`src/rtl/calc_pkg.sv`:
```
// Shared constants for the BCD 7-segment scan driver: glyphs, blank/dash codes and scan states.
package calc_pkg;

    localparam logic [6:0] SEG_BLANK = 7'h7F;
    localparam logic [6:0] SEG_DASH  = 7'h3F;

    // Active-low {g,f,e,d,c,b,a} glyphs; entry 0 is the rightmost element
    localparam logic [9:0][6:0] SEG_GLYPH = {
        7'h10,  // 9
        7'h00,  // 8
        7'h78,  // 7
        7'h02,  // 6
        7'h12,  // 5
        7'h19,  // 4
        7'h30,  // 3
        7'h24,  // 2
        7'h79,  // 1
        7'h40   // 0
    };

    localparam logic ST_BLANK = 1'b0;
    localparam logic ST_DRIVE = 1'b1;

    typedef enum logic {
        S_BLANK = ST_BLANK,
        S_DRIVE = ST_DRIVE
    } scan_state_e;

endpackage

```
`src/rtl/bcd_seg7_scan_driver_if.sv`:
```
// Converter-to-display link: done level plus packed BCD digits.
interface bcd_seg7_scan_driver_if #(
    parameter int unsigned N_DIGITS = 4
);
    logic                    done_in;
    logic [4*N_DIGITS-1:0]   bcd_in;

    modport master (output done_in, output bcd_in);
    modport slave  (input  done_in, input  bcd_in);
endinterface

```
`src/rtl/bcd_to_seg7.sv`:
```
// Combinational BCD nibble to active-low 7-segment decoder; non-decimal nibbles give a dash.
module bcd_to_seg7
    import calc_pkg::*;
(
    input  logic [3:0] i_digit,
    output logic [6:0] o_seg_c
);

    // Glyph lookup, dash for 10..15
    always_comb begin
        o_seg_c = SEG_DASH;
        if (i_digit <= 4'd9) begin
            o_seg_c = SEG_GLYPH[i_digit];
        end
    end

endmodule

```
`src/rtl/bcd_seg7_scan_driver.sv`:
```
// Captures packed BCD on the rising edge of the converter done level and scans it onto a
// common-anode 7-segment display with a blanking slot between digits.
// Optional feature macro: LEADING_ZERO_BLANK_EN (blank zero digits above the highest non-zero one).
module bcd_seg7_scan_driver
    import calc_pkg::*;
#(
    parameter int unsigned N_DIGITS    = 4,
    parameter int unsigned REFRESH_DIV = 50000,
    parameter int unsigned BLANK_CYC   = 16
) (
    input  logic                    clk,
    input  logic                    reset_n,
    bcd_seg7_scan_driver_if.slave   cvt,
    output logic [6:0]              seg_n,
    output logic [N_DIGITS-1:0]     an_n,
    output logic                    shown_vld
);

    localparam int unsigned CNT_MAX = (REFRESH_DIV > BLANK_CYC) ? REFRESH_DIV : BLANK_CYC;
    localparam int unsigned CNT_W   = $clog2(CNT_MAX);
    localparam int unsigned IDX_W   = $clog2(N_DIGITS);

    logic                       r_done_q;
    logic                       w_cap;
    logic [N_DIGITS-1:0][3:0]   r_shadow;
    logic                       r_shown;

    scan_state_e                r_state;
    scan_state_e                w_state_nxt;
    logic [CNT_W-1:0]           r_cnt;
    logic [CNT_W-1:0]           w_cnt_nxt;
    logic [IDX_W-1:0]           r_idx;
    logic [IDX_W-1:0]           w_idx_nxt;

    logic                       w_enter_drive;
    logic                       w_show;
    logic [6:0]                 w_dec_seg;
    logic [6:0]                 r_seg_n;
    logic [N_DIGITS-1:0]        r_an_n;

    assign w_cap = cvt.done_in & ~r_done_q;

    // Done edge detector and shadow capture; independent of the scan
    always_ff @(posedge clk or negedge reset_n) begin
        if (!reset_n) begin
            r_done_q <= 1'b0;
            r_shadow <= '0;
            r_shown  <= 1'b0;
        end else begin
            r_done_q <= cvt.done_in;
            if (w_cap) begin
                r_shadow <= cvt.bcd_in;
                r_shown  <= 1'b1;
            end
        end
    end

`ifdef LEADING_ZERO_BLANK_EN
    logic [N_DIGITS-1:0][3:0]   w_bcd;
    logic [N_DIGITS-1:0]        w_mask;
    logic                       w_seen;
    logic [N_DIGITS-1:0]        r_mask;

    assign w_bcd = cvt.bcd_in;

    // Significance mask: a digit is shown if it or any more significant digit is non-zero; digit 0 always
    always_comb begin
        w_mask = '0;
        w_seen = 1'b0;
        for (int i = int'(N_DIGITS) - 1; i >= 0; i--) begin
            w_seen    = w_seen | (w_bcd[i] != 4'd0);
            w_mask[i] = w_seen | (i == 0);
        end
    end

    // Mask is captured together with the shadow so both always describe the same value
    always_ff @(posedge clk or negedge reset_n) begin
        if (!reset_n) begin
            r_mask <= '0;
        end else if (w_cap) begin
            r_mask <= w_mask;
        end
    end

    assign w_show = r_shown & r_mask[r_idx];
`else
    assign w_show = r_shown;
`endif

    // Scan state, slot counter and digit index
    always_ff @(posedge clk or negedge reset_n) begin
        if (!reset_n) begin
            r_state <= S_BLANK;
            r_cnt   <= '0;
            r_idx   <= '0;
        end else begin
            r_state <= w_state_nxt;
            r_cnt   <= w_cnt_nxt;
            r_idx   <= w_idx_nxt;
        end
    end

    // Next-state: BLANK for BLANK_CYC cycles, DRIVE for REFRESH_DIV cycles, advance idx on leaving DRIVE
    always_comb begin
        w_state_nxt = r_state;
        w_cnt_nxt   = r_cnt + CNT_W'(1);
        w_idx_nxt   = r_idx;
        case (r_state)
            S_BLANK: begin
                if (r_cnt == CNT_W'(BLANK_CYC - 1)) begin
                    w_state_nxt = S_DRIVE;
                    w_cnt_nxt   = '0;
                end
            end
            S_DRIVE: begin
                if (r_cnt == CNT_W'(REFRESH_DIV - 1)) begin
                    w_state_nxt = S_BLANK;
                    w_cnt_nxt   = '0;
                    w_idx_nxt   = (r_idx == IDX_W'(N_DIGITS - 1)) ? '0 : r_idx + IDX_W'(1);
                end
            end
            default: begin
                w_state_nxt = S_BLANK;
                w_cnt_nxt   = '0;
            end
        endcase
    end

    assign w_enter_drive = (r_state == S_BLANK) && (w_state_nxt == S_DRIVE);

    bcd_to_seg7 u_dec (
        .i_digit (r_shadow[r_idx]),
        .o_seg_c (w_dec_seg)
    );

    // Display registers: glyph latched at slot start so a mid-slot capture waits for the next slot
    always_ff @(posedge clk or negedge reset_n) begin
        if (!reset_n) begin
            r_an_n  <= '1;
            r_seg_n <= SEG_BLANK;
        end else if (w_enter_drive) begin
            r_an_n  <= ~(N_DIGITS'(1) << r_idx);
            r_seg_n <= w_show ? w_dec_seg : SEG_BLANK;
        end else if (w_state_nxt == S_BLANK) begin
            r_an_n  <= '1;
            r_seg_n <= SEG_BLANK;
        end
    end

    assign seg_n     = r_seg_n;
    assign an_n      = r_an_n;
    assign shown_vld = r_shown;

endmodule

```
`src/flat_wrapper.sv`:
```
// flat-port wrapper written by rule: the top's interface ports become plain ports
module bcd_seg7_scan_driver_flat import calc_pkg::*;
#(
    parameter int unsigned N_DIGITS    = 4,
    parameter int unsigned REFRESH_DIV = 50000,
    parameter int unsigned BLANK_CYC   = 16
)
  (clk, reset_n, seg_n, an_n, shown_vld, cvt_done_in, cvt_bcd_in);
  bcd_seg7_scan_driver_if #(.N_DIGITS(N_DIGITS)) cvt_i ();
  input  logic clk;
  input  logic reset_n;
  output logic [6:0] seg_n;
  output logic [N_DIGITS-1:0] an_n;
  output logic shown_vld;
  input wire logic [$bits(cvt_i.done_in)-1:0] cvt_done_in;
  input wire logic [$bits(cvt_i.bcd_in)-1:0] cvt_bcd_in;
  assign cvt_i.done_in = cvt_done_in;
  assign cvt_i.bcd_in = cvt_bcd_in;
  bcd_seg7_scan_driver #(.N_DIGITS(N_DIGITS), .REFRESH_DIV(REFRESH_DIV), .BLANK_CYC(BLANK_CYC)) u_core (.clk(clk), .reset_n(reset_n), .cvt(cvt_i), .seg_n(seg_n), .an_n(an_n), .shown_vld(shown_vld));
endmodule
```
`config.mk`:
```
export PLATFORM = sky130hd
export DESIGN_NAME = bcd_seg7_scan_driver_flat
export DESIGN_NICKNAME = d
export VERILOG_FILES = /design/src/rtl/calc_pkg.sv /design/src/rtl/bcd_seg7_scan_driver_if.sv /design/src/rtl/bcd_to_seg7.sv /design/src/rtl/bcd_seg7_scan_driver.sv /design/src/flat_wrapper.sv
export SDC_FILE = /design/constraint.sdc
export NUM_CORES = 1
export LEC_CHECK = 0
export ABC_AREA = 1
export BUFFER_PORTS_ARGS = -buffer_cell sky130_fd_sc_hd__clkbuf_2
export CORE_ASPECT_RATIO = 0.8
export CORE_MARGIN = 5
export CORE_UTILIZATION = 58
export DETAILED_ROUTE_END_ITERATION = 10
export GPL_TIMING_DRIVEN = 0
export MAX_ROUTING_LAYER = met4
export PLACE_DENSITY = 0.8
export SYNTH_ARGS = -nofsm -noshare
export SYNTH_HDL_FRONTEND = slang
export SYNTH_SLANG_ARGS = --single-unit
export TNS_END_PERCENT = 30
```
`constraint.sdc`:
```
create_clock -name clk -period 2.2 [get_ports clk]
set_input_delay 0.11 -clock clk [delete_from_list [all_inputs] [get_ports clk]]
set_output_delay 0.11 -clock clk [all_outputs]
set_load 0.005 [all_outputs]
```
* Word level (Yosys, flattened, before mapping)
Memory sizes are Yosys's and may differ from the RTL's. Cells that the tools add are included.
Storage, ports and cells: bits in read-only memories 112, input bits 19, memories kept 1, bits in registers 48, output and inout port bits 12
Memories:
- (no name shown) | depth 16, width 7, rd ports 1, clocked after Yosys merged registers in 0, write ports 0, line bcd_to_seg7.sv:13 | o_seg_c = SEG_GLYPH[i_digit];
Operators by class: add/sub/neg operators 2, bitwise gates (word level) 4, shifts and indexed selects 1, eq/ne operators 4, reduce and logical (&&, ||, !) cells 2, magnitude comparators 3, muxes and demuxes 16
Operators with widths (number):
- two-way mux 7 bit | 5
- two-way mux 16 bit | 2
- case mux 16 bit (2 select lines) | 1
- adder 16 x 1 -> 16 bit (second input constant) | 1
- == test 16 bit (second input constant) | 1
- == test 16 x 4 -> 1 bit (second input constant) | 1
- two-way mux 4 bit | 3
- binary-select mux 4 bit (select 2 bit) | 1
- < comparator 4 x 5 -> 1 bit (second input constant) | 1
- <= comparator 4 bit (second input constant) | 1
- inverter 4 bit | 1
- left shift 1 x 2 -> 4 bit (first input constant) | 1
- < comparator 2 x 3 -> 1 bit (second input constant) | 1
- adder 2 x 1 -> 2 bit (second input constant) | 1
- == test 2 bit (second input constant) | 1
- two-way mux 1 bit | 2
- two-way mux 2 bit | 1
- != test 2 bit (second input constant) | 1
- inverter 1 bit | 2
- case mux 1 bit (2 select lines) | 1
- AND reduction 2 bit | 1
- AND 1 bit | 1
- logical AND 1 bit | 1

* Depth between registers and ports, before layout
Gate-level depths: netlist (run 1).
word-level depth 7, depth in mapped cells 13, gate-level depth less buffers 12

* Modules after synthesis
A second synthesis (run 1) with hierarchy kept.
Second synthesis, totals: cell total of the unflattened synthesis 299, area, all modules 2585.0 µm²
By module, submodules not included:
- bcd_seg7_scan_driver | instances 1, cells each 269, seq. area each 1214.9 µm², area an instance 2396.0 µm²
- bcd_to_seg7 | instances 1, cells each 30, seq. area each 0.0 µm², area an instance 188.9 µm²

* Worst setup path before layout (run 1)
Ideal clock, no wire load.
kind reg2reg, start register u_core.r_idx[0], end register u_core.r_seg_n[0], in the netlist u_core.seg_n[0], required time 2.132 ns, clock period less this slack 1.888 ns, library setup time 0.068 ns, arrival 1.820 ns, cell stages (with the launch flop) 12, slack 0.312 ns, cell sequence dfrtp_1 > buf_2 > inv_4 > nand2_1 > nand3_1 > nand2_1 > inv_1 > ha_1 > or2_2 > a21oi_1 > nor2_4 > a21oi_2
On the way: longest elaborated chain between the ends 7
Ends and longest elaborated chain:
- from (decl) | line bcd_seg7_scan_driver.sv:32 | logic [IDX_W-1:0] r_idx;
- from (signal assigned) | line bcd_seg7_scan_driver.sv:99 | r_idx <= w_idx_nxt;
- binary-select mux 4 bit (select 2 bit) (*) | line bcd_seg7_scan_driver.sv:132 | .i_digit (r_shadow[r_idx]),
- two-way mux 4 bit (implied by the code) (*) | line bcd_seg7_scan_driver.sv:132
- memory (16 x 7 bit)
- two-way mux 7 bit (implied by the code) | line bcd_to_seg7.sv:13
- two-way mux 7 bit (*) | line bcd_to_seg7.sv:12 | if (i_digit <= 4'd9) begin
- two-way mux 7 bit (*) | line bcd_seg7_scan_driver.sv:143 | r_seg_n <= w_show ? w_dec_seg : SEG_BLANK;
- two-way mux 7 bit (*) | line bcd_seg7_scan_driver.sv:141 | end else if (w_enter_drive) begin
- to (signal assigned) | line bcd_seg7_scan_driver.sv:143
- to (decl) | line bcd_seg7_scan_driver.sv:38 | logic [6:0] r_seg_n;
Mark *: on every way between the ends. The rest lies on a longest branch, timed or not. The select of a mux whose other input is x is not followed. A chain may end at the register's enable or synchronous reset.

* Worst setup path in the final report (run 1)
start register u_core.r_idx[0], end register u_core.r_seg_n[3], in the netlist u_core.seg_n[3]
The elaborated chain is that of the path after synthesis.

==> reports/summary.txt, run 1 <==
Status: finished, final reports clean
Syn Area/Cell: 8.62 sq um
Ports: 31
Slew Limit Fails: 0
Critical path capture point type: register
Initial Util: 60.9%
Area contributors post-synth: dfrtp_1, dfstp_2, nand2_1
Hold Crit Class: in2async
Sequential share of the synthesized area: 47.1%
Max-cap violations: 0
Clk sinks: 48
1st-iter DRT viols: 152
Grt ovf: 0
FF+latch count, synth: 48
GRT Overall Usage: 19.0%
R2R Setup Slk: 0.15 ns
Initial antenna violation count: 0
Critical path class: reg2reg
Worst skew pair latency: 0.30 ns
Vias per cell: 5.18
Worst Tran Pin Value: 1.13 ns
Rel. slew slack: 24.4%
Post-route DRC: 0
Util after Layout: 68.8%
# diodes: 0
First-pass DRT Iterations: 5
Max Root-Sink Buffers: 2
Yosys top cell by area: dfrtp_1
Total chip power: 1850 uW
Top cell type's share of synthesized area: 35.9%
RSZ-0062 raised after global routing: no
Die area: 5890 sq um
CP startpoint kind: register
Vias in the first global route: 1,928
CTS Buf Count: 5
Drt wl/cell: 12.7 um
Layout cell share with drive strength beyond 1: 27.2%
Fillers: 351
Layout overhead on the synthesized area: 13.0%
Static leakage: 0.00145 uW
Layout Nets: 366
Clock Root Buffer: clkbuf_8
Fmax: 487 MHz
Final hold violation count: 0
Chip height: 69.6 um
WL final: 5000 um
Tcrit/Tclk final: 93.4%
Peak supply drop: 0.000482 V
PD cells: 636 nW/um^2
Via count: 2,048
Crit-path max FO: 11
Setup_tns: 0 ns
Reg clk slew, reported paths: 0.09 ns
Post-Syn Instances: 299
First-pass GRT wire length: 8850 um
Yosys warns: 0
Skew final: 0.00445 ns
Netlist area before placement: 2580 sq um
Htree depth: 2
Final ANT Viol Nets: 0
Pin count of the biggest net entering global routing: 49
Net count after synthesis: 328
Final critical-path required period: 2.05 ns
Placer congestion estimate: 0.893
Buffers on Ports: 30
Core area: 4230 sq um
Worst Path Required: 2.44 ns
Rows: 21
Crit path arrival time: 2.29 ns
# setup viols final: 0
Chip width: 84.5 um
Yosys cell types: 26
Hpwl dp: 3790 um
Post-CTS Setup Bufs: 0
CTS tree: done
## worst max-delay path: stages (launching register included)
cell and delay [ns]:
dfrtp_1 0.38, clkbuf_4 0.22, inv_4 0.08, nand2_1 0.06
nand3_1 0.07, nand2_2 0.14, inv_1 0.08, ha_1 0.21
or2_2 0.29, a21oi_1 0.24, nor2_4 0.08, a21oi_2 0.12
## synth_stat cells (all sizes together)
library cell  count
nor2             30
or2               4
nor3              1
o22ai             1
dfrtp            37
buf               3
xnor2             2
a21oi            11
nand4             3
mux2             16
nand3            41
xor2              9
nand2            78
clkbuf            1
ha               10
dfstp            11
inv              37
o21ai             4
## layout make-up
cell class	count	area (sq um)	area share (%)
Tap cell	57	71.3	2.45
Inverter	37	141	4.86
Clock buffer	6	82.6	2.84
Timing Repair Buffer	31	160	5.50
Buffer	4	27.5	0.945
Multi-Input combinational cell	210	1200	41.2
Clock inverter	2	15.0	0.516
Sequential cell	48	1210	41.7
## per-layer routing
metal / vias up / global-route usage [%] / wire length [um]
li1: 1030 / - / -
met4: 0 / 4.39 / 47
met5: - / - / 0
met3: 6 / 4.75 / 259
met2: 45 / 27.5 / 2240
met1: 967 / 27.0 / 2450
## where the power goes
group / switching, uW / internal (uW) / total (uW) / leakage, uW
logic: 147 / 132 / 278 / 0.000831
registers: 39.5 / 982 / 1020 / 0.000575
clock network: 298 / 255 / 553 / 0.0000434
## per-stage QoR
| step | setup slack, ns | area, sq um | hold WS (ns) | instances |
|---|---|---|---|---|
| floorplan | 0.312 | 2580 | -0.186 | 299 |
| global placement | 0.142 | 2800 | 0.234 | 386 |
| detailed placement | 0.0606 | 2800 | 0.237 | 386 |
| CTS | 0.0288 | 2910 | 0.0340 | 395 |
| global route | 0.0122 | 2910 | 0.0244 | 395 |
| finish | 0.145 | 2910 | 0.0172 | 395 |
## placed cells by master (no fill, tap or decap), types with 2 or more instances in the layout
cell / n
clkinvlp_4: 2
mux2_2: 16
clkbuf_2: 30
nand2_2: 5
nor2_4: 2
xnor2_1: 2
clkbuf_8: 6
or2_2: 4
nand4_1: 3
nand3_1: 41
ha_1: 10
a21oi_2: 5
nor2_2: 2
o21ai_0: 3
dfstp_2: 11
xor2_1: 9
inv_1: 32
nand2_1: 73
dfrtp_1: 37
inv_2: 4
nor2_1: 26
a21oi_1: 6
## repair_timing
| action | 4_1_cts | 5_1_grt |
|---|---|---|
| endpoints found under the setup margin | 0 | 4 |
| hold buffers | 1 | 0 |
| hold endpoints to repair | 1 | 0 |
| gates resized for setup | 0 | 3 |
## cell families after synthesis
kind of cell	after synthesis	share of synthesized area, %
mux	16	6.99
simple gates	157	26.9
buf+inv	41	6.46
compound gates	16	3.88
fa+ha+maj	10	4.85
xor+xnor	11	3.74
flops	48	47.1
## worst paths after layout
check                                                start                               to  depth (start not counted)
hold / removal                                     reset_n        u_core.r_cnt[2]$_DFF_PN0_                          1
setup / recovery               u_core.r_idx[0]$_DFFE_PN0P_      u_core.seg_n[3]$_DFFE_PN1P_                         11
setup reg to reg               u_core.r_idx[0]$_DFFE_PN0P_      u_core.seg_n[3]$_DFFE_PN1P_                         11
min in group clk                             cvt_bcd_in[1]   u_core.r_shadow[1]$_DFFE_PN0P_                          2
hold reg to reg            u_core.r_shadow[11]$_DFFE_PN0P_  u_core.r_shadow[11]$_DFFE_PN0P_                          1
max in group asynchronous                          reset_n       u_core.r_cnt[15]$_DFF_PN0_                          1
## sequential cells by signal (all words and copies together) (netlist names)
name,count
u_core.r_cnt,16
u_core.r_done_q,1
u_core.an_n,4
u_core.r_state,1
u_core.seg_n,7
u_core.shown_vld,1
u_core.r_idx,2
u_core.r_shadow,16
Note: power is estimated with default switching activity, not from simulation.
==> inputs of run 2 (changes only) <==
--- a/config.mk
+++ b/config.mk
@@ -14,6 +14,7 @@
 export GPL_TIMING_DRIVEN = 0
 export MAX_ROUTING_LAYER = met4
 export PLACE_DENSITY = 0.8
+export RECOVER_POWER = 50
 export SYNTH_ARGS = -nofsm -noshare
 export SYNTH_HDL_FRONTEND = slang
 export SYNTH_SLANG_ARGS = --single-unit
==> reports/summary.txt, run 2 (synthesis results as in run 1) <==
Status: finished, final reports clean
Vias per cell: 5.18 (unchanged)
CP startpoint kind: register
Critical path capture point type: register
Skew final: 0.00429 ns (-0.000161 ns)
Fmax: 486 MHz (-0.10%)
Critical path class: reg2reg
Final Non-Filler Cells: 395 (unchanged)
Layout cell share with drive strength beyond 1: 26.6% (-0.59 points)
Clk sinks: 48 (unchanged)
Max-cap violations: 0 (unchanged)
Layout Nets: 366 (unchanged)
Slowest CP cell: dfrtp_1
First-pass GRT wire length: 8850 um (unchanged)
Crit path max-delay family: simple AND/OR/NAND/NOR gates
Crit path arrival time: 2.30 ns (about the same)
Hold Crit Class: in2async
Peak supply drop: 0.000483 V (+0.18%)
Buffers on Ports: 30 (unchanged)
CTS tree: done
Post-route DRC: 0 (unchanged)
Die area: 5890 sq um (unchanged)
Final critical-path required period: 2.06 ns (+0.00216 ns)
# diodes: 0 (unchanged)
Layout overhead on the synthesized area: 12.9% (about the same)
Reg clk slew, reported paths: 0.09 ns (about the same)
Slowest stage delay, CP: 0.38 ns (about the same)
Pin count of the biggest net entering global routing: 49 (unchanged)
Crit-path cells: clkbuf_4 > inv_4 > nand2_1 > nand3_1 > nand2_2 > inv_1 > ha_1 > or2_2 > a21oi_1 > nor2_4 > a21oi_2
Vias in the first global route: 1,928 (unchanged)
Initial antenna violation count: 0 (unchanged)
Rows: 21 (unchanged)
Static leakage: 0.00144 uW (-0.38%)
Chip height: 69.6 um (unchanged)
Initial Util: 60.9% (unchanged)
Total chip power: 1850 uW (about the same)
Clock Root Buffer: clkbuf_8
Chip width: 84.5 um (unchanged)
Setup_tns: 0 ns (unchanged)
Ports: 31 (unchanged)
Crit-path max FO: 11 (unchanged)
Worst skew pair latency: 0.30 ns (about the same)
Placer congestion estimate: 0.893 (unchanged)
RSZ-0062 raised after global routing: no
Max Root-Sink Buffers: 2 (unchanged)
Final ANT Viol Nets: 0 (unchanged)
Most common cell after layout, fill and taps aside: nand2_1
1st-iter DRT viols: 153 (+0.66%)
Post-Place Cells: 386 (unchanged)
Worst Path Required: 2.44 ns (about the same)
Htree depth: 2 (unchanged)
Hpwl dp: 3790 um (unchanged)
Grt ovf: 0 (unchanged)
GRT Overall Usage: 19.0% (unchanged)
Core area: 4230 sq um (unchanged)
PD cells: 637 nW/um^2 (+0.11%)
Drt wl/cell: 12.7 um (+0.48%)
WL final: 5030 um (+0.48%)
Worst Tran Pin Value: 1.13 ns (-0.000400 ns)
First-pass DRT Iterations: 4 (-1)
Via count: 2,048 (unchanged)
Final hold violation count: 0 (unchanged)
CTS Buf Count: 5 (unchanged)
Rel. slew slack: 24.5% (+0.027 points)
WP buf/inv: 3 (unchanged)
Slew Limit Fails: 0 (unchanged)
Tcrit/Tclk final: 93.5% (+0.098 points)
Most frequent cells in the layout: nand2_1, nand3_1, dfrtp_1, inv_1, clkbuf_2
# setup viols final: 0 (unchanged)
run 2: per-stage QoR:
step	instance area [sq um]	utilization, %	hold WS, ns	setup WS [ns]
3_3_place_gp	2800	66.2	0.234	0.142
4_1_cts	2910	68.7	0.0340	0.0288
6_report	2910	68.8	0.0171	0.143
2_1_floorplan	2580	-	-0.186	0.312
3_5_place_dp	2800	66.2	0.237	0.0606
5_1_grt	2910	68.8	0.0244	0.0122
run 2: worst paths after layout:
check                           cells after the start                             from                              end  slack, ns
worst max-delay path                               11      u_core.r_idx[0]$_DFFE_PN0P_      u_core.seg_n[3]$_DFFE_PN1P_       0.14
min in group clk                                    2                    cvt_bcd_in[1]   u_core.r_shadow[1]$_DFFE_PN0P_       0.04
worst max register to register                     11      u_core.r_idx[0]$_DFFE_PN0P_      u_core.seg_n[3]$_DFFE_PN1P_       0.14
worst min register to register                      1  u_core.r_shadow[11]$_DFFE_PN0P_  u_core.r_shadow[11]$_DFFE_PN0P_       0.51
max in group asynchronous                           1                          reset_n       u_core.r_cnt[14]$_DFF_PN0_       1.49
worst min-delay path                                1                          reset_n        u_core.r_cnt[2]$_DFF_PN0_       0.02
run 2: final cells by class:
class	count	area [sq um]
fill	353	1320
sequential	48	1210
multi-input combinational	210	1200
timing repair buffer	31	158
inverter	37	141
clock buffer	6	82.6
tap	57	71.3
buffer	4	27.5
clock inverter	2	15.0
run 2: report_power, final:
group / total [uW] / switching (uW) / internal [uW] / leakage (uW)
clock: 552 / 298 / 255 / 0.0000434
combinational: 279 / 148 / 131 / 0.000826
sequential: 1020 / 39.6 / 982 / 0.000575
run 2: layer usage:
metal,wire (um),GRT usage [%],up-vias
met4,47,4.39,0
met3,274,4.75,6
met5,0,-,-
li1,-,-,1029
met1,2470,27.0,965
met2,2240,27.5,48
run 2: timing repair:
item / 4_1_cts / 5_1_grt
endpoints found under the setup margin: 0 / 4
resized for setup: 0 / 3
setup buffers: 0 / 0
hold endpoints to repair: 1 / 0
hold buffers: 1 / 0
==> inputs of run 3 (changes only) <==
--- a/config.mk
+++ b/config.mk
@@ -14,7 +14,8 @@
 export GPL_TIMING_DRIVEN = 0
 export MAX_ROUTING_LAYER = met4
 export PLACE_DENSITY = 0.8
-export RECOVER_POWER = 50
+export RECOVER_POWER = 100
+export SETUP_SLACK_MARGIN = 0.5
 export SYNTH_ARGS = -nofsm -noshare
 export SYNTH_HDL_FRONTEND = slang
 export SYNTH_SLANG_ARGS = --single-unit
==> reports/summary.txt, run 3 (synthesis results as in run 1) <==
Core area: 4230 sq um (unchanged)
Post-Place Cells: 386 (unchanged)
Clock Root Buffer: clkbuf_8
Crit-path max FO: 7 (-4)
# setup viols final: 0 (unchanged)
Hold WS: 0.0207 ns (+0.00359 ns)
Worst Tran Pin Value: 1.16 ns (+0.0269 ns)
Post-place setup slack: 0.370 ns (+0.309 ns)
Crit path arrival time: 2.00 ns (-0.30 ns)
Final critical-path required period: 1.80 ns (-0.254 ns)
Peak supply drop: 0.000490 V (+1.4%)
Post-route DRC: 0 (unchanged)
Util after Layout: 73.5% (+4.7 points)
Hold Crit Class: in2async
Most common cell after layout, fill and taps aside: nand2_1
Critical path capture point type: register
Drt wl/cell: 13.8 um (+8.3%)
Placer congestion estimate: 0.880 (-1.4%)
Rows: 21 (unchanged)
CTS tree: done
Die area: 5890 sq um (unchanged)
Pin count of the biggest net entering global routing: 49 (unchanged)
Layout Nets: 375 (+2.5%)
1st-iter DRT viols: 137 (-10%)
Fmax: 555 MHz (+14%)
Setup_tns: 0 ns (unchanged)
Max Used Layer: met4
Met2 WL post-DR: 2580 um (+15%)
Final ANT Viol Nets: 0 (unchanged)
Layout cell share with drive strength beyond 1: 29.8% (+3.1 points)
Max-cap violations: 0 (unchanged)
Buffers on Ports: 30 (unchanged)
Most frequent cells in the layout: nand2_1, dfrtp_1, nand3_1, inv_1, clkbuf_2
Via count: 2,091 (+2.1%)
Chip height: 69.6 um (unchanged)
CTS Buf Count: 5 (unchanged)
Clk sinks: 48 (unchanged)
Tcrit/Tclk final: 82.0% (-12 points)
Grt ovf: 0 (unchanged)
Final hold violation count: 0 (unchanged)
Final Non-Filler Cells: 403 (+2.0%)
Worst Slack Setup Final: 0.397 ns (+0.254 ns)
CP startpoint kind: register
Static leakage: 0.00151 uW (+4.9%)
Vias in the first global route: 2,000 (+3.7%)
Slew Limit Fails: 0 (unchanged)
Max Root-Sink Buffers: 2 (unchanged)
Htree depth: 2 (unchanged)
WL final: 5560 um (+11%)
Status: finished, final reports clean
First-pass DRT Iterations: 4 (unchanged)
Reg clk slew, reported paths: 0.09 ns (about the same)
Met3 WL: 258 um (-5.8%)
Vias per cell: 5.19 (about the same)
Skew final: 0.00665 ns (+0.00236 ns)
Worst skew pair latency: 0.30 ns (about the same)
Layout overhead on the synthesized area: 20.6%
PD cells: 672 nW/um^2 (+5.5%)
Ports: 31 (unchanged)
Initial antenna violation count: 0 (unchanged)
# diodes: 0 (unchanged)
First-pass GRT wire length: 9260 um (+4.6%)
Initial Util: 60.9% (unchanged)
Fillers: 321 (-9.1%)
Hpwl dp: 3760 um (-0.86%)
RSZ-0062 raised after global routing: yes
Critical path class: reg2reg
DRT met1 WL: 2630 um (+6.6%)
Worst Path Required: 2.39 ns (-0.05 ns)
Chip width: 84.5 um (unchanged)
GRT Overall Usage: 20.1% (+1.1 points)
Rel. slew slack: 22.7% (-1.8 points)
-- run 3: worst paths after layout --
check,startpoint,endpoint,slack [ns],cells past startpoint
max in group asynchronous,reset_n,u_core.r_idx[1]$_DFFE_PN0P_,1.39,1
min,reset_n,u_core.r_cnt[2]$_DFF_PN0_,0.02,1
max reg2reg,u_core.r_cnt[0]$_DFF_PN0_,u_core.r_idx[0]$_DFFE_PN0P_,0.40,10
min reg2reg,u_core.r_shadow[14]$_DFFE_PN0P_,u_core.r_shadow[14]$_DFFE_PN0P_,0.51,1
max,u_core.r_cnt[0]$_DFF_PN0_,u_core.r_idx[0]$_DFFE_PN0P_,0.40,10
min in group clk,cvt_bcd_in[5],u_core.r_shadow[5]$_DFFE_PN0P_,0.03,2
-- run 3: layer usage --
| layer | vias to the layer above | track usage (%) |
|---|---|---|
| met5 | - | - |
| met4 | 0 | 6.33 |
| met3 | 9 | 4.04 |
| met2 | 57 | 30.8 |
| met1 | 981 | 26.8 |
| li1 | 1044 | - |
-- run 3: per-stage QoR --
| step | total power (uW) | instance area, sq um |
|---|---|---|
| after global routing | 2190 | 3110 |
| after floorplan | 1220 | 2590 |
| after detailed placement | 1320 | 2820 |
| final | 2090 | 3110 |
| after global placement | 1310 | 2820 |
| after CTS | 2070 | 3020 |
-- run 3: power breakdown --
| group | switching (uW) | leakage, uW | total (uW) | internal, uW |
|---|---|---|---|---|
| registers | 42.0 | 0.000571 | 1020 | 977 |
| logic | 177 | 0.000880 | 332 | 155 |
| clock network | 290 | 0.0000642 | 737 | 447 |
-- run 3: cell type report --
cell class	count	area, sq um	share of cell area [%]
buffer	4	30.0	0.966
inverter	37	156	5.03
multi-input combinational	210	1280	41.2
tap	57	71.3	2.29
clock buffer	5	68.8	2.21
sequential	48	1220	39.1
timing repair buffer	40	224	7.20
clock inverter	2	60.1	1.93
-- run 3: critical path, stage by stage, from the launching register on --
cell and delay, ns:
dfrtp_1 0.40, ha_1 0.22, nand2_1 0.10, nor2_4 0.19, inv_1 0.09, nor2_2 0.10, nand2_1 0.18, inv_2 0.18
nand2_1 0.11, nand2_1 0.07, o21ai_0 0.07
-- run 3: timing repair --
item / 4_1_cts / 5_1_grt
pin swaps: 4 / 11
endpoints found under the hold margin: 1 / 0
setup endpoints to repair: 6 / 16
setup buffers: 5 / 4
resized for setup: 8 / 19
hold buffers: 1 / 0
gates cloned: 0 / 0
